<file path="src/rtl/moldudp64_pkg.sv">
// Shared MoldUDP64 request definitions.
// Request packet layout constants and the request serialiser FSM states.
package moldudp64_pkg;

   localparam int REQ_BYTES   = 20;
   localparam int REQ_SID_OFF = 0;
   localparam int REQ_SEQ_OFF = 10;
   localparam int REQ_CNT_OFF = 18;
   localparam int SEQ_WIRE_W  = 64;

   typedef enum logic [1:0] {
      IDLE,
      B0,
      B1,
      B2
   } req_fsm_e;

endpackage

</file>
<file path="src/rtl/miss_req_tx.sv">
// MoldUDP64 retransmission request transmitter: gap descriptors in,
// 20-byte requests out as three 64-bit beats (valid/ready, keep, last).
module miss_req_tx
   import moldudp64_pkg::*;
#(
   parameter int SEQ_NUM_W = 18,
   parameter int SID_W     = 80,
   parameter int ML_W      = 16,
   parameter int REQ_MAX   = 16'hFFFF
) (
   input  logic                 clk,
   input  logic                 nreset,
   input  logic                 miss_v_i,
   output logic                 miss_rdy_o,
   input  logic [SID_W-1:0]     miss_sid_i,
   input  logic [SEQ_NUM_W-1:0] miss_seq_start_i,
   input  logic [SEQ_NUM_W-1:0] miss_seq_cnt_i,
   output logic                 req_v_o,
   input  logic                 req_rdy_i,
   output logic [63:0]          req_data_o,
   output logic [7:0]           req_keep_o,
   output logic                 req_last_o
);

   localparam int PKT_W = SID_W + SEQ_WIRE_W + ML_W;
   localparam logic [SEQ_NUM_W-1:0] REQ_MAX_S = SEQ_NUM_W'(REQ_MAX);

   req_fsm_e state, state_nx;

   logic [SID_W-1:0]     sid_q;
   logic [SEQ_NUM_W-1:0] start_q;
   logic [SEQ_NUM_W-1:0] rem_q;
   logic [SEQ_NUM_W-1:0] cnt;
   logic [PKT_W-1:0]     pkt;
   logic [63:0]          beat0, beat1, beat2;
   logic                 acc, hs;

   assign miss_rdy_o = (state == IDLE);
   assign req_v_o    = (state != IDLE);
   assign acc        = miss_v_i & miss_rdy_o;
   assign hs         = req_v_o & req_rdy_i;

   assign cnt = (rem_q > REQ_MAX_S) ? REQ_MAX_S : rem_q;

   // Network order: packet byte 0 sits in the top byte of pkt.
   assign pkt = {sid_q, SEQ_WIRE_W'(start_q), ML_W'(cnt)};

   // Beat lane i carries packet byte (beat offset + i).
   always_comb begin
      beat0 = '0;
      beat1 = '0;
      beat2 = '0;
      for (int i = 0; i < 8; i++) begin
         beat0[8*i +: 8] = pkt[PKT_W-1-8*i -: 8];
         beat1[8*i +: 8] = pkt[PKT_W-1-8*(8+i) -: 8];
      end
      for (int i = 0; i < 4; i++) begin
         beat2[8*i +: 8] = pkt[PKT_W-1-8*(16+i) -: 8];
      end
   end

   always_ff @(posedge clk or negedge nreset) begin
      if (!nreset) begin
         state   <= IDLE;
         sid_q   <= '0;
         start_q <= '0;
         rem_q   <= '0;
      end else begin
         state <= state_nx;
         if (acc) begin
            sid_q   <= miss_sid_i;
            start_q <= miss_seq_start_i;
            rem_q   <= miss_seq_cnt_i;
         end else if (state == B2 && hs) begin
            start_q <= start_q + cnt;
            rem_q   <= rem_q - cnt;
         end
      end
   end

   always_comb begin
      state_nx   = state;
      req_data_o = '0;
      req_keep_o = '0;
      req_last_o = 1'b0;
      unique case (state)
         IDLE: begin
            if (acc && miss_seq_cnt_i != '0) state_nx = B0;
         end
         B0: begin
            req_data_o = beat0;
            req_keep_o = 8'hFF;
            if (hs) state_nx = B1;
         end
         B1: begin
            req_data_o = beat1;
            req_keep_o = 8'hFF;
            if (hs) state_nx = B2;
         end
         B2: begin
            req_data_o = beat2;
            req_keep_o = 8'h0F;
            req_last_o = 1'b1;
            // cnt never exceeds rem_q, so equality means this was the last chunk
            if (hs) state_nx = (rem_q == cnt) ? IDLE : B0;
         end
         default: state_nx = IDLE;
      endcase
   end

endmodule

</file>
<file path="config.mk">
export PLATFORM = sky130hd
export DESIGN_NAME = miss_req_tx
export DESIGN_NICKNAME = d
export VERILOG_FILES = /design/src/rtl/moldudp64_pkg.sv /design/src/rtl/miss_req_tx.sv
export SDC_FILE = /design/constraint.sdc
export NUM_CORES = 1
export LEC_CHECK = 0
export BUFFER_PORTS_ARGS = -buffer_cell sky130_fd_sc_hd__buf_2
export CAP_MARGIN = 10
export CORE_MARGIN = 2
export CORE_UTILIZATION = 48
export DETAILED_ROUTE_END_ITERATION = 8
export PLACE_DENSITY = 0.83
export SLEW_MARGIN = 20
export SYNTH_ARGS = -nofsm -noshare
export SYNTH_HDL_FRONTEND = slang
export SYNTH_SLANG_ARGS = --single-unit
</file>
<file path="constraint.sdc">
create_clock -name clk -period 2.6 [get_ports clk]
set_input_delay 0.52 -clock clk [delete_from_list [all_inputs] [get_ports clk]]
set_output_delay 0.52 -clock clk [all_outputs]
set_load 0.01 [all_outputs]
</file>
==> results of run 1 <==
## synthesized netlist by cell type (5+ instances only)
| master | count | area share (%) |
|---|---|---|
| buf_4 | 7 | 0.78 |
| a21oi_1 | 41 | 3.0 |
| nand3_1 | 15 | 1.1 |
| nand2b_1 | 5 | 0.46 |
| nand2_1 | 315 | 17 |
| xnor2_1 | 9 | 1.2 |
| nor2_1 | 44 | 2.4 |
| and2_1 | 33 | 3.0 |
| o21ai_0 | 43 | 3.2 |
| a222oi_1 | 16 | 2.4 |
| and3_1 | 9 | 0.83 |
| dfrtp_1 | 118 | 44 |
| a21o_1 | 5 | 0.55 |
| nor3_1 | 7 | 0.52 |
| or3_1 | 17 | 1.6 |
| buf_1 | 8 | 0.44 |
| a221o_1 | 6 | 0.89 |
| clkbuf_1 | 43 | 2.4 |
| ha_1 | 23 | 4.2 |
| inv_1 | 12 | 0.66 |
| a22oi_1 | 16 | 1.8 |
## routing by layer
layer | global-route usage, % | up-vias
met5 | 0 | -
met3 | 9.76 | 52
li1 | - | 3325
met1 | 38.5 | 3417
met4 | 9.77 | 2
met2 | 44.5 | 382
## cell families (layout without fill, tap and decap cells)
logic type	after synthesis	in the layout
AOI/OAI and AO/OA	165	165
and+or+nand+nor	462	462
xor gates and xnor gates	13	13
other	1	1
buffers and inverters	72	292
adders and majority gates	24	24
muxes	1	1
DFF	118	118
## metrics by stage
stage | worst slack (ps) | instance area [um2] | setup TNS, ps | hold slack (ps) | power, mW
CTS | -45.6 | 8810 | -45.6 | 125 | 13.1
finish | -25.6 | 9130 | -33.2 | 98.6 | 14.2
global placement | -19.9 | 8200 | -20.6 | 451 | 10.5
global route | -143 | 9130 | -535 | 149 | 15.1
floorplan | 9.03 | 6820 | 0 | 224 | 8.08
detailed placement | -109 | 8200 | -234 | 459 | 10.6
## flip-flops by register name, indices dropped and copies added, names as in the netlist
| signal | cells |
|---|---|
| start_q | 18 |
| state | 2 |
| rem_q | 18 |
| sid_q | 80 |
## cell type report
cell class                      count  area (um2)
Fill cell                        1112        4700
Multi-Input combinational cell    666        3870
Sequential cell                   118        2960
Timing Repair Buffer              248        1450
Clock buffer                       20         467
Tap cell                          180         225
Clock inverter                     12         116
Inverter                           12        45.0
## worst max path at each step
| stage | from | end | slack, ps | depth (start not counted) |
|---|---|---|---|---|
| 2_1_floorplan | rem_q[16]$_DFFE_PN0P_ | start_q[16]$_DFFE_PN0P_ | 9 | 11 |
| 3_3_place_gp | rem_q[17]$_DFFE_PN0P_ | start_q[17]$_DFFE_PN0P_ | -20 | 10 |
| 3_5_place_dp | rem_q[17]$_DFFE_PN0P_ | start_q[17]$_DFFE_PN0P_ | -110 | 10 |
| 4_1_cts | rem_q[17]$_DFFE_PN0P_ | start_q[17]$_DFFE_PN0P_ | -50 | 10 |
| 5_1_grt | rem_q[17]$_DFFE_PN0P_ | start_q[12]$_DFFE_PN0P_ | -140 | 11 |
| 6_report | rem_q[17]$_DFFE_PN0P_ | start_q[11]$_DFFE_PN0P_ | -30 | 11 |
## power groups by stage
stage                     combinational [mW]  clock [mW]  sequential (mW)
after global placement                  7.05           0             3.42
after detailed placement                7.20           0             3.44
after global routing                    9.13        2.42             3.59
after floorplan                         4.91           0             3.17
after CTS                               7.31        2.33             3.44
final                                   8.33        2.32             3.50
## what timing repair did
item / in CTS / in global routing
endpoints found under the setup margin: 21 / 13
setup buffers: 0 / 4
gates resized for setup: 7 / 61
pin swaps: 0 / 26
==> impl_metrics.tcl, run 1 <==
set metrics [dict create \
    clockBufferDepth 2 \
    ant_nets 0 \
    drc 0 \
    wl_met1_um 9110 \
    ys_ff_latch 118 \
    vias 7178 \
    die-area_um2 15100 \
    synthSimpleGateAreaFrac_pct 29.4 \
    drive_gt1_share_pct 32.1 \
    io_pins 195 \
    dr.max_layer_used "met5" \
    cts-root-buf "clkbuf_16" \
    clkTransAtPathRegs_ps 70 \
    slew_viol_final 0 \
    worstPathRequired_ps 2900 \
    yosysWarnings 0 \
    cts_tree "built" \
    switching_share_pct 44.6 \
    grt_overflow 0 \
    grt_pass1_wl_um 33800 \
    met3_length_um 2240 \
    setup_viol 2 \
    cp_num_buf_inv 2 \
    grt_usage_pct 29.0 \
    grt_pass1_vias 6639 \
    reg2reg_slack_ps -30 \
    r2r-start "rem_q[17]$_DFFE_PN0P_" \
    min_period_ps 2630 \
    io_buffers 194 \
    coreArea_um2 13800 \
    crit_slowest_cell "dfrtp_2" \
    clock_latency_ps 420 \
    syn_inst 856 \
    worst_slack_ps -25.6 \
    wirelength_um 22400 \
    synth-edff-count 0 \
    cts_inserted_buffers 17 \
    power_frac_seq_pct 24.8 \
    power_frac_comb_pct 58.8 \
    p_switching_mw 6.31 \
    fin_util_pct 66.0 \
    netlist_area_um2 6780 \
    cp_max_fo 7 \
    dr.pass1.iters 6 \
    vdd_drop_max_mv 0.832 \
    ys_types 59 \
    path_delay_family "compound AO/OA/AOI/OAI gates" \
    layout_commonest_cell "nand2_1" \
    clkPwrFrac_pct 16.4 \
    dp_cells 1220 \
    synth-xor-area-share_pct 1.68 \
    dp_hpwl_um 15300 \
    status "finished, violations left" \
    synth_fa_ha_area_share_pct 4.54 \
    synth_top_family_by_area "simple AND/OR/NAND/NOR gates" \
    arrival_ps 2930 \
    critPathKind "flop to flop" \
    start_util_pct 49.0 \
    synthArstFlopShare_pct 100 \
    startpoint_type "flop" \
    n_antenna_cell 0 \
    synth_area_per_cell_um2 7.92 \
    final_cell_mix "nand2_1 (312), buf_2 (193), dfrtp_1 (116)" \
    die_h_um 123 \
    ys_seq_area_share_pct 43.6 \
    ctsHtreeMaxLevel 4 \
    fmax_mhz 381 \
    violations "setup timing" \
    synthMuxAreaShare_pct 0.148 \
    synth_compound_area_share_pct 16.2 \
    routedWlPerCell_um 17.8 \
    power_density_nw_per_um2 1550 \
    area_growth_pct 34.7 \
    clock_skew_ps 14.0 \
    worstPathCellList "buf_6, or3_4, ha_4, a21o_1, a31o_4, o21ai_4, buf_6, o21bai_2, a31oi_1, xor2_1, o21ai_1" \
    r2r_cells 11 \
    reg2reg_to "start_q[11]$_DFFE_PN0P_" \
    hold_viol 0 \
    instances_no_fill 1256 \
    cap_violations 0 \
    min_path_type "input port to async pin" \
    clock-sinks 118 \
    synthFlopType "dfrtp_1" \
    crit_top_cell "buf_6" \
    p_leak_nw 4.67 \
    period_share_pct 101 \
    nets 1207 \
    met2_length_um 10400 \
    grt_max_degree 66 \
    via_per_inst 5.71 \
    critPathCaptureType "flop" \
    gp_congestion 0.948 \
    grt_setup_unrepaired "true" \
    row_count 43 \
    antenna_found_initial 1 \
    cpPeakStageDelay_ps 470 \
    cell_internal_pwr_mw 7.84 \
    syn-num-nets 1000 \
    worstMarginPinSlew_ps 595 \
    hold_buffers 0 \
    maxSlewHeadroom_pct 60.3 \
    drt_first_iter_violations 731 \
    die_w_um 123 \
]
(Power assumes the default switching activity.)
==> inputs of run 2 (changes only) <==
- CORE_UTILIZATION: 48 -> 57
- PLACE_DENSITY: 0.83 -> 0.92
- clock period: 2.6 -> 3.2 ns (I/O delays scaled with it)
==> run 2 against run 1 <==
The run ends with DRC left; critical endpoint is now req_data_o[62]; global-route usage up 3.8 points; clock skew down 5.2 ps; critical path type is now flop to output port; wire length shrank 8.3%; clock power shrank 14%; largest cell class unchanged; first-iteration DRC count down 6.2%; sequential cell count stayed put; combinational power shrank 36%; sequential power down 19%; register-to-register slack better by 380 ps.
==> impl_metrics.tcl, run 2 (synthesis results as in run 1) <==
set metrics [dict create \
    worstPathCellList "inv_1, ha_2, buf_4, and2_1, buf_2" \
    cts_inserted_buffers 17 \
    io_buffers 194 \
    cp_max_fo 42 \
    fillCellCount 850 \
    drt_first_iter_violations 686 \
    die-area_um2 12800 \
    row_count 39 \
    arrival_ps 2380 \
    maxSlewHeadroom_pct 27.7 \
    grt_overflow 0 \
    die_h_um 113 \
    routedWlPerCell_um 17.5 \
    setup_viol 0 \
    clock_latency_ps 430 \
    fmax_mhz 331 \
    post_cts_resized 0 \
    violations "DRC" \
    r2r_cells 9 \
    cpPeakStageDelay_ps 770 \
    top_register "sid_q" \
    worst_slack_ps 181 \
    period_share_pct 94.3 \
    start_util_pct 58.8 \
    reg2reg_to "start_q[16]$_DFFE_PN0P_" \
    min_period_ps 3020 \
    cts_tree "built" \
    drive_gt1_share_pct 24.2 \
    p_leak_nw 4.44 \
    critPathCaptureType "output port" \
    hold_viol 0 \
    largest_reg_flops 80 \
    tns_ps 0 \
    ctsHtreeMaxLevel 4 \
    ant_nets 0 \
    io_pins 195 \
    via_per_inst 5.85 \
    coreArea_um2 11500 \
    n_antenna_cell 0 \
    grt_usage_pct 32.8 \
    cap_violations 0 \
    clockBufferDepth 2 \
    hold_buffers 0 \
    cts-root-buf "clkbuf_16" \
    gp_congestion 0.958 \
    vdd_drop_max_mv 0.701 \
    grt_pass1_vias 6439 \
    worstPathRequired_ps 2560 \
    r2r-start "rem_q[16]$_DFFE_PN0P_" \
    grt_setup_unrepaired "false" \
    final_cell_mix "nand2_1 (314), buf_2 (193), dfrtp_1 (118)" \
    fin_util_pct 73.1 \
    drc 7 \
    postCtsSetupBuffers 0 \
    antenna_found_initial 0 \
    grt_max_degree 88 \
    vias 6882 \
    clkTransAtPathRegs_ps 60 \
    reg_top3 "sid_q (80), rem_q (18), start_q (18)" \
    reg2reg_slack_ps 350 \
    slew_viol_final 0 \
    nets 1164 \
    clock-sinks 118 \
    multi_input_area_um2 3530 \
    die_w_um 113 \
    min_path_type "input port to async pin" \
    dp_slack_ps 415 \
    dr.pass1.iters 9 \
    grt_pass1_wl_um 32400 \
    critPathKind "flop to output port" \
    startpoint_type "flop" \
    status "finished, violations left" \
    worstMarginPinSlew_ps 1080 \
    area_growth_pct 24.2 \
    dp_hpwl_um 14300 \
    wirelength_um 20500 \
    regArea_um2 2950 \
    clock_skew_ps 8.82 \
    layout_commonest_cell "nand2_1" \
    crit_slowest_cell "ha_2" \
    power_density_nw_per_um2 1200 \
]
run 2: worst max path at each step:
stage | from | end | slack (ps)
after floorplan | rem_q[16]$_DFFE_PN0P_ | start_q[16]$_DFFE_PN0P_ | 520
after global placement | rem_q[16]$_DFFE_PN0P_ | start_q[16]$_DFFE_PN0P_ | 480
after detailed placement | rem_q[17]$_DFFE_PN0P_ | start_q[16]$_DFFE_PN0P_ | 410
after CTS | state[1]$_DFFE_PN0P_ | req_data_o[62] | 120
after global routing | state[1]$_DFFE_PN0P_ | req_data_o[58] | 50
final | state[1]$_DFFE_PN0P_ | req_data_o[62] | 180
run 2: cell type report:
type | instances | area share [%]
Multi-Input combinational cell | 666 | 42.0
Sequential cell | 118 | 35.1
Timing Repair Buffer | 205 | 13.0
Clock buffer | 18 | 5.22
Tap cell | 143 | 2.13
Clock inverter | 14 | 2.07
Inverter | 12 | 0.535
run 2: power by group:
group          internal [mW]  total (mW)  leakage, nW  switching, mW
logic                   2.10        5.32         2.68           3.22
clock network           1.25        1.99        0.290          0.740
registers               2.20        2.83         1.47          0.627
total                   5.55        10.1         4.44           4.59
run 2: worst max-delay path: cells and delay by family, from the launching register on:
kind                     cells  cell delay, ps
adder cells (fa/ha/maj)      1             770
buffers and inverters        3             580
flip-flops                   1             410
AND/OR/NAND/NOR              1             170
run 2: per-stage QoR:
| stage | instances | total power, mW | instance area (um2) | hold slack, ps |
|---|---|---|---|---|
| 2_1_floorplan | 856 | 6.49 | 6780 | 344 |
| 3_3_place_gp | 1144 | 7.86 | 7800 | 451 |
| 3_5_place_dp | 1144 | 8.02 | 7800 | 455 |
| 4_1_cts | 1176 | 10.1 | 8420 | 151 |
| 5_1_grt | 1176 | 10.9 | 8420 | 160 |
| 6_report | 1176 | 10.1 | 8420 | 142 |
run 2: metal layers:
| layer | part of all wire (%) | GRT usage, % | routed length (um) |
|---|---|---|---|
| met4 | 3.7 | 14.6 | 755 |
| met5 | 0 | 0 | 0 |
| met2 | 46 | 50.7 | 9490 |
| met1 | 39 | 42.1 | 8110 |
| met3 | 11 | 11.2 | 2200 |
